--- config.mk ---
export PLATFORM = sky130hd
export DESIGN_NAME = cache_line_reader_flat
export DESIGN_NICKNAME = d
export VERILOG_FILES = /design/src/rtl/cache_pkg.sv /design/src/rtl/cache_line_reader_if.sv /design/src/rtl/byte_fifo2.sv /design/src/rtl/cache_line_reader.sv /design/src/flat_wrapper.sv
export SDC_FILE = /design/constraint.sdc
export NUM_CORES = 1
export LEC_CHECK = 0
export ABC_AREA = 1
export BUFFER_PORTS_ARGS = -buffer_cell sky130_fd_sc_hd__buf_2
export CORE_MARGIN = 2
export CORE_UTILIZATION = 42
export CTS_CLUSTER_SIZE = 10
export DETAILED_ROUTE_END_ITERATION = 16
export HOLD_SLACK_MARGIN = 0.06
export PLACE_DENSITY_LB_ADDON = 0.3
export SLEW_MARGIN = 20
export SYNTH_ARGS = -nofsm -noshare
export SYNTH_HDL_FRONTEND = slang
export SYNTH_HIERARCHICAL = 1
export SYNTH_SLANG_ARGS = --single-unit
--- constraint.sdc ---
create_clock -name clk -period 5.7 [get_ports clk]
set_input_delay 1.14 -clock clk [delete_from_list [all_inputs] [get_ports clk]]
set_output_delay 1.14 -clock clk [all_outputs]
set_load 0.05 [all_outputs]
--- src/rtl/cache_pkg.sv ---
// Shared constants and FSM state type for the cache line reader.
// Widths here are the defaults the reader and its bus interface are built with.
package cache_pkg;

   localparam int LINE_BYTES = 32;
   localparam int OFF_W      = 5;
   localparam int DATA_W     = 8;

   typedef enum logic [1:0] {
      IDLE  = 2'd0,
      READ  = 2'd1,
      DRAIN = 2'd2,
      DONE  = 2'd3
   } state_t;

endpackage

--- src/rtl/cache_line_reader_if.sv ---
// Request, cache read port and byte stream of the cache line reader, bundled.
// master = requester/cache/consumer side, slave = the reader itself.
interface cache_line_reader_if;
   import cache_pkg::*;

   logic              start;
   logic [OFF_W-1:0]  start_off;
   logic [OFF_W-1:0]  burst_len;
   logic [OFF_W-1:0]  rdoffset;
   logic [DATA_W-1:0] q;
   logic [DATA_W-1:0] out_data;
   logic              out_valid;
   logic              out_ready;
   logic              out_last;
   logic              busy;
   logic              done;

   modport master (
      output start, start_off, burst_len, q, out_ready,
      input  rdoffset, out_data, out_valid, out_last, busy, done
   );

   modport slave (
      input  start, start_off, burst_len, q, out_ready,
      output rdoffset, out_data, out_valid, out_last, busy, done
   );

endinterface

--- src/rtl/byte_fifo2.sv ---
// Two-entry byte FIFO; the head is presented combinationally and reads as zero when empty.
// A push into a full FIFO is accepted only when a pop frees a slot in the same cycle.
module byte_fifo2 #(
   parameter int DATA_W = cache_pkg::DATA_W
) (
   input  logic              clk,
   input  logic              rst,
   input  logic              push,
   input  logic [DATA_W-1:0] push_data,
   input  logic              pop,
   output logic [DATA_W-1:0] head,
   output logic              full,
   output logic              empty,
   output logic [1:0]        count
);

   logic [DATA_W-1:0] mem_reg [2];
   logic              wr_ptr_reg;
   logic              rd_ptr_reg;
   logic [1:0]        count_reg;
   logic              do_push;
   logic              do_pop;

   assign do_pop  = pop && (count_reg != 2'd0);
   assign do_push = push && ((count_reg != 2'd2) || do_pop);

   always_ff @(posedge clk) begin
      if (rst) begin
         wr_ptr_reg <= 1'b0;
         rd_ptr_reg <= 1'b0;
         count_reg  <= 2'd0;
      end else begin
         if (do_push) wr_ptr_reg <= ~wr_ptr_reg;
         if (do_pop)  rd_ptr_reg <= ~rd_ptr_reg;
         count_reg <= count_reg + {1'b0, do_push} - {1'b0, do_pop};
      end
   end

   // Storage needs no reset: the head is masked whenever the FIFO is empty.
   always_ff @(posedge clk) begin
      if (do_push) mem_reg[wr_ptr_reg] <= push_data;
   end

   assign empty = (count_reg == 2'd0);
   assign full  = (count_reg == 2'd2);
   assign count = count_reg;
   assign head  = empty ? '0 : mem_reg[rd_ptr_reg];

endmodule

--- src/rtl/cache_line_reader.sv ---
// Streams a wrapped burst of bytes out of one cache line through a 2-entry FIFO.
// The read port is synchronous: q returns one cycle after rdoffset is presented.
module cache_line_reader #(
   parameter int LINE_BYTES = cache_pkg::LINE_BYTES,
   parameter int OFF_W      = cache_pkg::OFF_W,
   parameter int DATA_W     = cache_pkg::DATA_W
) (
   input logic                clk,
   input logic                rst,
   cache_line_reader_if.slave bus
);
   import cache_pkg::*;

   state_t            state_reg;
   state_t            state_next;
   logic [OFF_W-1:0]  hold_off_reg;
   logic [OFF_W-1:0]  next_off_reg;
   logic [OFF_W:0]    len_reg;
   logic [OFF_W:0]    remaining_reg;
   logic [OFF_W:0]    xfer_cnt_reg;
   logic              in_flight_reg;

   logic [OFF_W:0]    start_len;
   logic [OFF_W-1:0]  issue_off;
   logic [OFF_W-1:0]  issue_off_inc;
   logic              accept;
   logic              credit_ok;
   logic              issue;
   logic              pop;
   logic              last_xfer;

   logic [DATA_W-1:0] fifo_head;
   logic              fifo_full;
   logic              fifo_empty;
   logic [1:0]        fifo_count;

   assign start_len = (bus.burst_len == '0) ? (OFF_W+1)'(LINE_BYTES) : {1'b0, bus.burst_len};
   assign accept    = !rst && (state_reg == IDLE) && bus.start;
   assign pop       = bus.out_valid && bus.out_ready;
   assign last_xfer = pop && bus.out_last;

   // A byte leaving the FIFO this cycle frees the slot a new read would need.
   assign credit_ok = pop || (({1'b0, fifo_count} + {2'b00, in_flight_reg}) < 3'd2);

   // The first read goes out with the accepting start so data appears two cycles later.
   assign issue = accept ||
                  (!rst && (state_reg == READ) && (remaining_reg != '0) && credit_ok);

   assign issue_off     = (state_reg == IDLE) ? bus.start_off : next_off_reg;
   assign issue_off_inc = (issue_off == OFF_W'(LINE_BYTES - 1)) ? '0 : issue_off + 1'b1;

   byte_fifo2 #(
      .DATA_W (DATA_W)
   ) u_fifo (
      .clk       (clk),
      .rst       (rst),
      .push      (in_flight_reg),
      .push_data (bus.q),
      .pop       (pop),
      .head      (fifo_head),
      .full      (fifo_full),
      .empty     (fifo_empty),
      .count     (fifo_count)
   );

   always_ff @(posedge clk) begin
      if (rst) begin
         state_reg <= IDLE;
      end else begin
         state_reg <= state_next;
      end
   end

   always_comb begin
      state_next = state_reg;
      case (state_reg)
         IDLE:    if (bus.start) state_next = READ;
         READ:    if (remaining_reg == '0) state_next = DRAIN;
         DRAIN:   if (last_xfer) state_next = DONE;
         DONE:    state_next = IDLE;
         default: state_next = IDLE;
      endcase
   end

   always_comb begin
      bus.busy      = (state_reg != IDLE);
      bus.done      = (state_reg == DONE);
      bus.out_valid = !fifo_empty;
      bus.out_data  = fifo_head;
      bus.out_last  = !fifo_empty && (xfer_cnt_reg == len_reg - 1'b1);
      bus.rdoffset  = issue ? issue_off : hold_off_reg;
   end

   always_ff @(posedge clk) begin
      if (rst) begin
         hold_off_reg  <= '0;
         next_off_reg  <= '0;
         len_reg       <= '0;
         remaining_reg <= '0;
         xfer_cnt_reg  <= '0;
         in_flight_reg <= 1'b0;
      end else begin
         in_flight_reg <= issue;
         if (issue) begin
            hold_off_reg <= issue_off;
            next_off_reg <= issue_off_inc;
         end
         if (accept) begin
            len_reg       <= start_len;
            remaining_reg <= start_len - 1'b1;
            xfer_cnt_reg  <= '0;
         end else begin
            if (issue) remaining_reg <= remaining_reg - 1'b1;
            if (pop)   xfer_cnt_reg  <= xfer_cnt_reg + 1'b1;
         end
      end
   end

   // The read credit keeps returning data from ever meeting a full FIFO.
   always_ff @(posedge clk) begin
      if (!rst) begin
         assert (!(in_flight_reg && fifo_full && !pop));
      end
   end

endmodule

--- src/flat_wrapper.sv ---
// flat-port wrapper written by rule: the top's interface ports become plain ports
module cache_line_reader_flat import cache_pkg::*;
#(
   parameter int LINE_BYTES = cache_pkg::LINE_BYTES,
   parameter int OFF_W      = cache_pkg::OFF_W,
   parameter int DATA_W     = cache_pkg::DATA_W
)
  (clk, rst, bus_start, bus_start_off, bus_burst_len, bus_q, bus_out_ready, bus_rdoffset, bus_out_data, bus_out_valid, bus_out_last, bus_busy, bus_done);
  cache_line_reader_if bus_i ();
  input logic clk;
  input logic rst;
  input wire logic [$bits(bus_i.start)-1:0] bus_start;
  input wire logic [$bits(bus_i.start_off)-1:0] bus_start_off;
  input wire logic [$bits(bus_i.burst_len)-1:0] bus_burst_len;
  input wire logic [$bits(bus_i.q)-1:0] bus_q;
  input wire logic [$bits(bus_i.out_ready)-1:0] bus_out_ready;
  output wire logic [$bits(bus_i.rdoffset)-1:0] bus_rdoffset;
  output wire logic [$bits(bus_i.out_data)-1:0] bus_out_data;
  output wire logic [$bits(bus_i.out_valid)-1:0] bus_out_valid;
  output wire logic [$bits(bus_i.out_last)-1:0] bus_out_last;
  output wire logic [$bits(bus_i.busy)-1:0] bus_busy;
  output wire logic [$bits(bus_i.done)-1:0] bus_done;
  assign bus_i.start = bus_start;
  assign bus_i.start_off = bus_start_off;
  assign bus_i.burst_len = bus_burst_len;
  assign bus_i.q = bus_q;
  assign bus_i.out_ready = bus_out_ready;
  assign bus_rdoffset = bus_i.rdoffset;
  assign bus_out_data = bus_i.out_data;
  assign bus_out_valid = bus_i.out_valid;
  assign bus_out_last = bus_i.out_last;
  assign bus_busy = bus_i.busy;
  assign bus_done = bus_i.done;
  cache_line_reader #(.LINE_BYTES(LINE_BYTES), .OFF_W(OFF_W), .DATA_W(DATA_W)) u_core (.clk(clk), .rst(rst), .bus(bus_i));
endmodule
==> results of run 1 <==
## final timing paths
path | cells after the start | slack (ns) | to
setup / recovery | 8 | 1.85 | bus_rdoffset[2]
hold / removal | 2 | 0.48 | u_core/remaining_reg[2]
setup reg to reg | 12 | 3.31 | u_core/next_off_reg[3]
hold reg to reg | 2 | 0.48 | u_core/remaining_reg[2]
## worst max-delay path, stage by stage
cell	delay (ns)
buf_2	0.32
inv_1	0.16
nand3_1	0.14
nand2_2	0.24
inv_1	0.27
nand2_1	0.11
nand2_1	0.07
buf_2	0.25
## cell usage in the layout, fill, tap and decap left out, types with 2 or more instances in the layout
| cell | instances |
|---|---|
| nand2_1 | 96 |
| inv_1 | 50 |
| buf_2 | 38 |
| dfxtp_1 | 36 |
| nor2_1 | 30 |
| a21oi_1 | 25 |
| o21ai_0 | 24 |
| nand3_1 | 16 |
| edfxtp_1 | 16 |
| ha_1 | 11 |
| nand2_2 | 6 |
| clkbuf_8 | 5 |
| o21ai_2 | 4 |
| xor2_1 | 4 |
| inv_2 | 3 |
| nor2_4 | 3 |
| nand4_1 | 3 |
| nand3_2 | 3 |
| inv_6 | 2 |
| or2_2 | 2 |
| xnor2_1 | 2 |
| or2_1 | 2 |
| nor3_1 | 2 |
| nor2_2 | 2 |
## per-layer routing
layer / part of all wire, % / vias up / global-route usage (%)
li1: - / 1205 / -
met1: 45 / 1042 / 19.0
met2: 51 / 37 / 28.5
met3: 3.5 / 7 / 3.34
met4: 1.2 / 0 / 6.20
met5: 0 / - / 0
## logic make-up after synthesis
family	count (synthesis)	synth area share, %
xor gates and xnor gates	6	1.92
and+or+nand+nor	169	28.0
adders and majority gates	11	5.03
AOI/OAI and AO/OA	58	12.0
DFF	52	43.9
buffers and inverters	58	9.14
## layout make-up
cell class | instances | share of cell area, %
repair buffers | 38 | 6.20
flip-flops and latches | 52 | 39.2
clock inverters | 3 | 0.816
multi-input cells | 244 | 41.9
inverters | 53 | 6.49
clock buffers | 5 | 2.24
well taps | 77 | 3.14
## metrics by stage
step / hold slack (ns) / instances / setup WS, ns
2_1_floorplan: 0.441 / 354 / 2.44
3_3_place_gp: 0.456 / 464 / 1.90
3_5_place_dp: 0.461 / 464 / 1.83
4_1_cts: 0.476 / 472 / 1.83
5_1_grt: 0.502 / 472 / 1.65
6_report: 0.477 / 472 / 1.85
## report_power, final
| group | internal, W | switching, W |
|---|---|---|
| Sequential | 0.000472 | 0.0000510 |
| Clock | 0.0000898 | 0.000133 |
| Combinational | 0.000230 | 0.000556 |
| Total | 0.000792 | 0.000740 |
==> results.sh, run 1 <==
export IMPL_cp_required_ns=4.56
export IMPL_die_x_um=84.7
export IMPL_multi_input_area_um2=1280
export IMPL_wl_um=5620
export IMPL_via_per_inst=4.85
export IMPL_cts_resized=0
export IMPL_hold_viol_final=0
export IMPL_worst_pin_slew_ns=0.714
export IMPL_cts_reportedPaths_clkPinSlew_ns=0.10
export IMPL_p_per_area_nw_per_um2=500
export IMPL_root_buffer="clkbuf_8"
export IMPL_cts_tree="done"
export IMPL_start_util_pct=43.3
export IMPL_vias=2291
export IMPL_final_nets=427
export IMPL_period_share_pct=67.5
export IMPL_synth_edff_count=16
export IMPL_synthTopCellsByArea="dfxtp_1 26%, edfxtp_1 18%, nand2_1 13%"
export IMPL_irDropWorstVdd_v=0.000315
export IMPL_hold_buffers=0
export IMPL_antenna_found_initial=0
export IMPL_netlist_area_um2=2740
export IMPL_hold_path_class="reg -> reg"
export IMPL_first_pass_iters=4
export IMPL_die_y_um=84.7
export IMPL_setup_worst_path_end_class="output pin"
export IMPL_synth_distinct_cells=34
export IMPL_setup_violations_final=0
export IMPL_seq_area_um2=1200
export IMPL_grt_pass1_vias=2202
export IMPL_yosys_warnings=6
export IMPL_r2r_start="u_core/state_reg[0]"
export IMPL_grt_pass1_wl_um=9410
export IMPL_drive_above_1_share_pct=18.7
export IMPL_die_area_um2=7180
export IMPL_area_growth_pct=12.0
export IMPL_numPortBuffers=38
export IMPL_crit_type="in -> out"
export IMPL_status="complete, no violations"
export IMPL_finClkSkew_ns=0.0124
export IMPL_diodes=0
export IMPL_cellLeakagePower_nw=1.44
export IMPL_finalPower_w=0.00153
export IMPL_htreeDepth=2
export IMPL_coreArea_um2=6310
export IMPL_cts_buffers=5
export IMPL_drt_first_iter_violations=80
export IMPL_antenna_left=0
export IMPL_clock_sinks=52
export IMPL_gp_congestion=0.807
export IMPL_grt_overflow=0
export IMPL_synth_area_leader_cell="dfxtp_1"
export IMPL_fillers=643
export IMPL_slew_headroom_pct=52.2
export IMPL_drc_errors=0
export IMPL_worstPathArrival_ns=2.71
export IMPL_cp_start_kind="input pin"
export IMPL_cp_max_fo=21
export IMPL_hold_start="u_core/remaining_reg[2]"
export IMPL_post_dp_cell_area_um2=2970
export IMPL_ys_flop_type="dfxtp_1"
export IMPL_fmax_mhz=260
export IMPL_synth_yosys_seq_area_share_pct=43.9
export IMPL_utilization_pct=48.6
export IMPL_drv_cap=0
export IMPL_largest_reg_flops=16
export IMPL_worstSkewPairLatency_ns=0.31
export IMPL_rsz0062_at_grt="false"
export IMPL_syn_nets=387
export IMPL_avgSynthCellArea_um2=7.73
export IMPL_track_usage_pct=16.1
export IMPL_netlist_area_leader_share_pct=26.3
export IMPL_avgRoutedWirePerCell_um=11.9
export IMPL_synth_common_cells="96 x nand2_1, 50 x inv_1, 36 x dfxtp_1, 30 x nor2_1, 25 x a21oi_1"
export IMPL_tns_ns=0
export IMPL_final_area_um2=3070
export IMPL_rows=29
export IMPL_pin_count=39
export IMPL_clockBufferDepth=2
export IMPL_slew_violations=0
export IMPL_dp_hpwl_um=4210
export IMPL_critPathLaunch="rst"
export IMPL_postCtsSetupRepairBufs=0
export IMPL_finalCriticalPeriod_ns=3.85
export IMPL_async_flop_share_pct=0
export IMPL_grt_max_degree=22
export IMPL_synth_most_common_cell="nand2_1"
export IMPL_ys_seq_elements=52
export IMPL_synthCells=354
No activity file was read; power rests on OpenSTA's default activity.
==> run 2: changes to the inputs <==
- ABC_AREA: 1 -> 0
- clock period: 5.7 -> 3.1 ns (I/O delays scaled with it)
==> run 2 against run 1 <==
Net effect:
- global-route usage fell by 1.1 points
- utilization rose by 1.7 points
- worst setup slack lost 1.6 ns
- clock skew is 0.0056 ns lower
- critical path type is now reg -> out
- critical endpoint is now bus_rdoffset[4]
==> results.sh, run 2 <==
export IMPL_htreeDepth=2
export IMPL_area_growth_pct=14.3
export IMPL_numPortBuffers=38
export IMPL_netlist_area_um2=2630
export IMPL_finClkSkew_ns=0.00682
export IMPL_root_buffer="clkbuf_8"
export IMPL_wl_met2_um=2200
export IMPL_place_inst=391
export IMPL_hold_viol_final=0
export IMPL_synthCells=283
export IMPL_setup_violations_final=0
export IMPL_largest_reg_flops=16
export IMPL_die_y_um=83.2
export IMPL_syn_nets=316
export IMPL_cp_max_fo=11
export IMPL_grt_overflow=0
export IMPL_period_share_pct=90.4
export IMPL_hold_end="u_core/next_off_reg[1]"
export IMPL_yosys_warnings=6
export IMPL_cp_start_kind="flip-flop"
export IMPL_tns_ns=0
export IMPL_drc_errors=0
export IMPL_grt_max_degree=22
export IMPL_final_cell_mix="38 x buf_2, 38 x nor2_1, 36 x dfxtp_1"
export IMPL_dr_max_layer_used="met3"
export IMPL_finalCriticalPeriod_ns=2.80
export IMPL_crit_type="reg -> out"
export IMPL_die_x_um=83.2
export IMPL_slew_violations=0
export IMPL_clockBufferDepth=2
export IMPL_r2r_slack_ns=0.60
export IMPL_start_util_pct=44.0
export IMPL_via_per_inst=4.99
export IMPL_avgSynthCellArea_um2=9.31
export IMPL_cp_required_ns=2.48
export IMPL_cts_buffers=5
export IMPL_avgRoutedWirePerCell_um=12.2
export IMPL_cellLeakagePower_nw=1.24
export IMPL_antenna_left=0
export IMPL_worstSkewPairLatency_ns=0.30
export IMPL_slew_headroom_pct=53.8
export IMPL_drv_cap=0
export IMPL_dp_hpwl_um=3640
export IMPL_diodes=0
export IMPL_rsz0062_at_grt="false"
export IMPL_die_area_um2=6920
export IMPL_grt_pass1_wl_um=8650
export IMPL_met3_length_um=189
export IMPL_final_area_um2=3010
export IMPL_pin_count=39
export IMPL_setup_worst_path_end_class="output pin"
export IMPL_gp_congestion=0.838
export IMPL_cts_tree="done"
export IMPL_p_per_area_nw_per_um2=959
export IMPL_vias=1991
export IMPL_final_nets=356
export IMPL_regToRegEndpoint="u_core/remaining_reg[4]"
export IMPL_r2r_start="u_core/state_reg[1]"
export IMPL_hold_start="u_core/next_off_reg[1]"
export IMPL_irDropWorstVdd_v=0.000623
export IMPL_finalNonFillerCells=399
export IMPL_cts_reportedPaths_clkPinSlew_ns=0.10
export IMPL_status="complete, no violations"
export IMPL_worstHoldPathCells=2
export IMPL_clock_sinks=52
export IMPL_fmax_mhz=357
export IMPL_first_pass_iters=4
export IMPL_post_dp_cell_area_um2=2900
export IMPL_reg2reg_depth=9
export IMPL_m1WireLength_um=2470
export IMPL_grt_pass1_vias=1886
export IMPL_hold_path_class="reg -> reg"
export IMPL_holdWs_ns=0.454
export IMPL_rows=28
export IMPL_wl_um=4860
export IMPL_track_usage_pct=15.0
export IMPL_drive_above_1_share_pct=19.4
export IMPL_coreArea_um2=5990
export IMPL_fillers=562
export IMPL_utilization_pct=50.2
export IMPL_antenna_found_initial=0
export IMPL_worstPathArrival_ns=2.18
export IMPL_drt_first_iter_violations=104
export IMPL_worst_pin_slew_ns=0.690
run 2: power by group:
group / internal (W) / leakage, nW / total [W] / switching, W
sequential: 0.000881 / 0.441 / 0.00101 / 0.000127
combinational: 0.000498 / 0.742 / 0.00142 / 0.000921
clock: 0.000239 / 0.0541 / 0.000458 / 0.000219
run 2: per-stage QoR:
stage	worst slack, ns	power [W]
2_1_floorplan	-0.192	0.00220
3_3_place_gp	0.488	0.00241
3_5_place_dp	0.483	0.00244
4_1_cts	0.134	0.00291
5_1_grt	0.110	0.00312
6_report	0.299	0.00289
run 2: area by class of cell:
cell class	count	area (um^2)	area share, %
Clock inverter	3	42.5	1.41
Inverter	12	45.0	1.50
Multi-Input combinational cell	208	1320	44.0
Tap cell	75	93.8	3.12
Sequential cell	52	1200	39.9
Timing Repair Buffer	44	235	7.82
Clock buffer	5	68.8	2.29
run 2: worst max path at each step:
stage	endpoint	slack [ns]	startpoint	depth (start not counted)
global placement	bus_rdoffset[4]	0.49	bus_out_ready	9
finish	bus_rdoffset[4]	0.30	u_core/remaining_reg[0]	7
detailed placement	bus_rdoffset[4]	0.48	u_core/remaining_reg[0]	7
global route	bus_rdoffset[2]	0.11	u_core/remaining_reg[0]	7
floorplan	bus_rdoffset[0]	-0.19	u_core/u_fifo/count[1]	10
CTS	bus_rdoffset[4]	0.13	u_core/remaining_reg[0]	7
run 2: critical path, cell delays in order (launching register included):
cell,delay (ns)
dfxtp_1,0.35
or4_4,0.57
o31ai_4,0.25
o21ai_2,0.11
nand2b_2,0.19
nand2_1,0.07
o21ai_1,0.07
buf_2,0.28
run 2: what timing repair did:
action	in CTS	in global routing
gates resized for setup	0	1
endpoints found under the setup margin	0	5
setup buffers	0	0
hold buffers	0	0
run 2: per-layer routing:
layer | track usage (%) | vias to the layer above
li1 | - | 1063
met1 | 20.7 | 886
met2 | 23.6 | 42
met3 | 3.58 | 0
met4 | 3.87 | 0
met5 | 0 | -
